## config.mk

```make
export PLATFORM = sky130hd
export DESIGN_NAME = reorder_buffer
export DESIGN_NICKNAME = d
export VERILOG_FILES = /design/src/rtl/reorder_buffer.sv
export SDC_FILE = /design/constraint.sdc
export NUM_CORES = 1
export LEC_CHECK = 0
export ABC_AREA = 1
export CELL_PAD_IN_SITES_DETAIL_PLACEMENT = 1
export CELL_PAD_IN_SITES_GLOBAL_PLACEMENT = 1
export CORE_ASPECT_RATIO = 1.4
export CORE_MARGIN = 2
export CORE_UTILIZATION = 40
export CTS_BUF_LIST = sky130_fd_sc_hd__clkbuf_8 sky130_fd_sc_hd__clkbuf_16
export CTS_CLUSTER_SIZE = 12
export DETAILED_ROUTE_END_ITERATION = 16
export PLACE_DENSITY_LB_ADDON = 0.1
export SYNTH_ARGS = -nofsm -noshare
export SYNTH_HDL_FRONTEND = slang
export SYNTH_SLANG_ARGS = --single-unit
```

## constraint.sdc

```tcl
create_clock -name clk -period 6.7 [get_ports clk]
set_clock_uncertainty 0.1 [all_clocks]
set_input_delay 1.34 -clock clk [delete_from_list [all_inputs] [get_ports clk]]
set_output_delay 1.34 -clock clk [all_outputs]
set_load 0.01 [all_outputs]
```

## src/rtl/reorder_buffer.sv

```systemverilog
// reorder_buffer: circular in-order retirement queue. Entries are dispatched at
// the tail, marked done out of order, and popped from the head one per cycle.
// Each retirement releases the superseded physical tag back to the free list.
module reorder_buffer #(
  parameter int DEPTH = 16,
  parameter int TAG_W = 6,
  localparam int IDX_W = $clog2(DEPTH)
) (
  input  logic             clk,
  input  logic             rst,
  input  logic             flush,
  input  logic             dispatch_valid,
  input  logic [4:0]       dispatch_rd,
  input  logic [TAG_W-1:0] dispatch_prd,
  input  logic [TAG_W-1:0] dispatch_prd_old,
  output logic             dispatch_ready,
  output logic [IDX_W-1:0] dispatch_idx,
  input  logic             complete_valid,
  input  logic [IDX_W-1:0] complete_idx,
  output logic             commit_valid,
  output logic [4:0]       commit_rd,
  output logic [TAG_W-1:0] commit_prd,
  output logic             commit_free,
  output logic [TAG_W-1:0] commit_tag,
  output logic [IDX_W:0]   count,
  output logic             empty
);

  localparam logic [IDX_W:0] FULL_CNT = (IDX_W + 1)'(DEPTH);

  // Per-entry control bits and payload
  logic [DEPTH-1:0] valid_q;
  logic [DEPTH-1:0] done_q;
  logic [4:0]       rd_q   [DEPTH];
  logic [TAG_W-1:0] prd_q  [DEPTH];
  logic [TAG_W-1:0] old_q  [DEPTH];

  logic [IDX_W-1:0] head;
  logic [IDX_W-1:0] tail;
  logic [IDX_W:0]   cnt;
  logic [IDX_W:0]   cnt_n;
  logic             do_disp;
  logic             do_commit;

  // Full/empty come from the occupancy counter only, never from head==tail.
  // Ready is not bypassed by a same-cycle commit: a full queue drops dispatch.
  assign dispatch_ready = (cnt != FULL_CNT);
  assign dispatch_idx   = tail;
  assign count          = cnt;
  assign empty          = (cnt == '0);
  assign commit_free    = commit_valid && (commit_rd != 5'd0);

  // Flush overrides every other operation on the same edge.
  assign do_disp   = dispatch_valid && dispatch_ready && !flush;
  assign do_commit = valid_q[head] && done_q[head] && !flush;

  // Occupancy update: a simultaneous dispatch and commit leave it unchanged
  always_comb begin
    cnt_n = cnt;
    case ({do_disp, do_commit})
      2'b10:   cnt_n = cnt + (IDX_W + 1)'(1);
      2'b01:   cnt_n = cnt - (IDX_W + 1)'(1);
      default: cnt_n = cnt;
    endcase
  end

  // Queue control: pointers, count, valid/done bits and the commit pulse
  always_ff @(posedge clk or negedge rst) begin
    if (!rst) begin
      valid_q      <= '0;
      done_q       <= '0;
      head         <= '0;
      tail         <= '0;
      cnt          <= '0;
      commit_valid <= 1'b0;
    end else if (flush) begin
      valid_q      <= '0;
      done_q       <= '0;
      head         <= '0;
      tail         <= '0;
      cnt          <= '0;
      commit_valid <= 1'b0;
    end else begin
      // Completion to an invalid slot is ignored; the head is popped using the
      // pre-edge done bit, so a same-edge completion of the head waits a cycle.
      if (complete_valid && valid_q[complete_idx]) begin
        done_q[complete_idx] <= 1'b1;
      end
      if (do_commit) begin
        valid_q[head] <= 1'b0;
        done_q[head]  <= 1'b0;
        head          <= head + IDX_W'(1);
      end
      // The tail slot is never valid when a dispatch is accepted, so this
      // write cannot collide with a completion or a commit of a live entry.
      if (do_disp) begin
        valid_q[tail] <= 1'b1;
        done_q[tail]  <= 1'b0;
        tail          <= tail + IDX_W'(1);
      end
      cnt          <= cnt_n;
      commit_valid <= do_commit;
    end
  end

  // Entry payload; gated by valid, so it needs no reset
  always_ff @(posedge clk) begin
    if (do_disp) begin
      rd_q[tail]  <= dispatch_rd;
      prd_q[tail] <= dispatch_prd;
      old_q[tail] <= dispatch_prd_old;
    end
  end

  // Registered retirement fields presented during the cycle after the pop
  always_ff @(posedge clk or negedge rst) begin
    if (!rst) begin
      commit_rd  <= '0;
      commit_prd <= '0;
      commit_tag <= '0;
    end else if (do_commit) begin
      commit_rd  <= rd_q[head];
      commit_prd <= prd_q[head];
      commit_tag <= old_q[head];
    end
  end

endmodule

```

==> out/results.txt <==
syn_area_per_cell: 10.7 µm²
Core Box Area: 0.0357 mm²
fillers: 3910
non-filler cells, final: 1884
pre-CTS setup slack: 2.34 ns
Relative slew margins: 28.3%
Max Cap Viol: 0
Overall Power: 4.34 mW
Final min period: 3.85 ns
largest area contributor in the netlist: edfxtp_1
r2r worst-path depth: 19
Hold Vio Cnt, Final: 0
DRC viols: 0
Root Driver: clkbuf_16
crit path DAT: 4.16 ns
metal2 WL: 23000 µm
initial antenna violation count: 0
total grt overflow: 0
post-CTS resize count: 0
Synth Warn #: 0
commonest non-fill, non-tap cells in the layout: edfxtp_1, nand2_1, nor2_1, o21ai_0, inv_1
sequential-to-total area share from yosys stat: 67.3%
CTS Buf Count: 36
final setup fails: 0
met1 wire length: 18400 µm
share of the synthesized area in the top cell type: 56.4%
Top Layer Used: met4
CTS Buffer Depth: 3
wire per inst: 23.5 µm
largest net degree at the start of global routing: 101
remaining antenna violation count: 0
cell area after synthesis: 0.0145 mm²
crit path launch type: register
first-pass GRT wire length: 67000 µm
Ant. Diodes: 0
Post-DP Area: 0.0155 mm²
RSZ-0062 raised after global routing: no
via count: 10400
vias per cell: 5.52
Slew @ Worst Pin: 1.07 ns
hold_ws: 0.390 ns
vias in the first global route: 11100
Routability Congestion: 0.818
initial core utilization: 40.5%
critical path peak fanout: 94
maximum vdd ir drop: 0.000162 V
clock sinks: 335
Die X: 165 µm
net count reported at finish: 1434
cell row count: 82
Fin Setup TNS: 0 ns
P per Cell Area: 262 mW/mm²
class of the worst hold path: reg -> reg
GRT Total Usage: 23.9%
type of destination of the critical path: register
Core Util, Final: 46.4%
clk slew on worst S/H paths: 0.06 ns
PnR worst setup slack: 2.85 ns
Final Cycle Share: 57.5%
Final Max Slew Viols: 0
hold-critical path depth: 2
1st-iter DRT viols: 680
Post-DP HPWL: 25100 µm
dpl cells: 1820
IO Port Bufs: 55
synth top area cells: edfxtp_1, dfrtp_1, nand2_1
post-CTS setup buffers: 0
Clock Latency Late Sink: 0.52 ns
synth unique cells: 31
status: finished, final reports clean
critical setup path kind: reg -> reg
Final Instance Area: 0.0166 mm²
CP Data Required Time: 7.01 ns
wire length on met3: 1600 µm
Pleak: 6.30 nW
commonest non-fill, non-tap cell in the layout: edfxtp_1
height of the die: 229 µm
cts hold-fix bufs: 0
CTS tree: done
FF+latch count, synth: 335
Fmax: 260 MHz
DRT Pass-1 Iters: 5
Synth Net Count: 1390
Cells after Synth: 1352
num ports: 56
layout cell share with drive strength beyond 1: 7.24%
Area growth, synth to finish: 14.5%
Die ar.: 0.0377 mm²
CTS H-tree depth: 2
Total Routed Length: 44200 µm
final timing paths:
check	start	to	slack [ns]
max	head[0]$_DFFE_PN0P_	count[4]$_DFFE_PN0P_	2.85
min	commit_prd[0]$_DFFE_PN0N_	commit_prd[0]$_DFFE_PN0N_	0.39
max reg2reg	head[0]$_DFFE_PN0P_	count[4]$_DFFE_PN0P_	2.85
min reg2reg	commit_prd[0]$_DFFE_PN0N_	commit_prd[0]$_DFFE_PN0N_	0.39
max in group asynchronous	rst	head[0]$_DFFE_PN0P_	4.94
min in group asynchronous	rst	done_q[13]$_DFF_PN0_	0.86
worst max-delay path, stage by stage, from the launching register on:
cell and delay, ns:
dfrtp_4 0.75, inv_4 0.83, nand2_1 0.11, nand3_1 0.17
nand2_1 0.08, nand2_1 0.06, nand2_1 0.09, inv_1 0.07
nand2_2 0.08, nand3_2 0.16, inv_1 0.11, ha_1 0.37
nand2_1 0.06, o21ai_0 0.18, xor2_1 0.21, inv_1 0.06
nand3_1 0.08, nand2_1 0.06, nand3_1 0.06, nand2_1 0.05
layout make-up:
class	count	area [µm²]	share of cell area, %
clock inverters	25	155	0.937
well taps	462	578	3.49
clock buffers	39	953	5.76
multi-input cells	850	4040	24.4
repair buffers	79	728	4.40
flip-flops and latches	335	9750	58.9
inverters	94	355	2.15
report_power, final:
part	leakage (nW)	internal [mW]	switching, mW
Sequential	3.32	2.27	0.0118
Clock	0.612	1.10	0.801
Combinational	2.37	0.0514	0.108
state kept, by name, summed over array words and instances (netlist names):
register	count
done_q	16
rd_q	80
commit_prd	6
commit_valid	1
head	4
commit_rd	5
commit_tag	6
count	5
old_q	96
valid_q	16
prd_q	96
dispatch_idx	4
cells in the mapped netlist:
| master | instances |
|---|---|
| nand3_1 | 78 |
| ha_1 | 11 |
| nor3_1 | 2 |
| buf_4 | 4 |
| fa_1 | 1 |
| dfrtp_1 | 63 |
| nor2_2 | 4 |
| nor2_1 | 210 |
| nand3_2 | 1 |
| o22ai_1 | 72 |
| nand4_1 | 5 |
| inv_1 | 91 |
| nand2_1 | 218 |
| buf_2 | 22 |
| a21oi_1 | 41 |
| inv_2 | 2 |
| xor2_1 | 2 |
| buf_6 | 6 |
| inv_4 | 1 |
| nand3_4 | 1 |
| buf_1 | 2 |
| o21ai_1 | 19 |
| nand3b_1 | 16 |
| o21ai_0 | 161 |
| nand2_2 | 5 |
| clkbuf_1 | 36 |
| edfxtp_1 | 272 |
| nand2_4 | 1 |
| clkbuf_2 | 3 |
| xnor2_1 | 1 |
| nor2_4 | 1 |
routing by layer:
metal / vias to the layer above / GRT usage, %
li1: 4771 / -
met1: 5363 / 30.7
met2: 207 / 42.3
met3: 68 / 2.86
met4: 0 / 6.88
met5: - / 0
logic make-up after synthesis:
kind of cell | count (synthesis) | share of synthesized area (%)
fa+ha+maj | 12 | 1.09
simple gates | 542 | 15.7
buf+inv | 167 | 4.98
compound gates | 293 | 10.8
flops | 335 | 67.3
xor+xnor | 3 | 0.182
No activity file was read; power rests on OpenSTA's default activity.
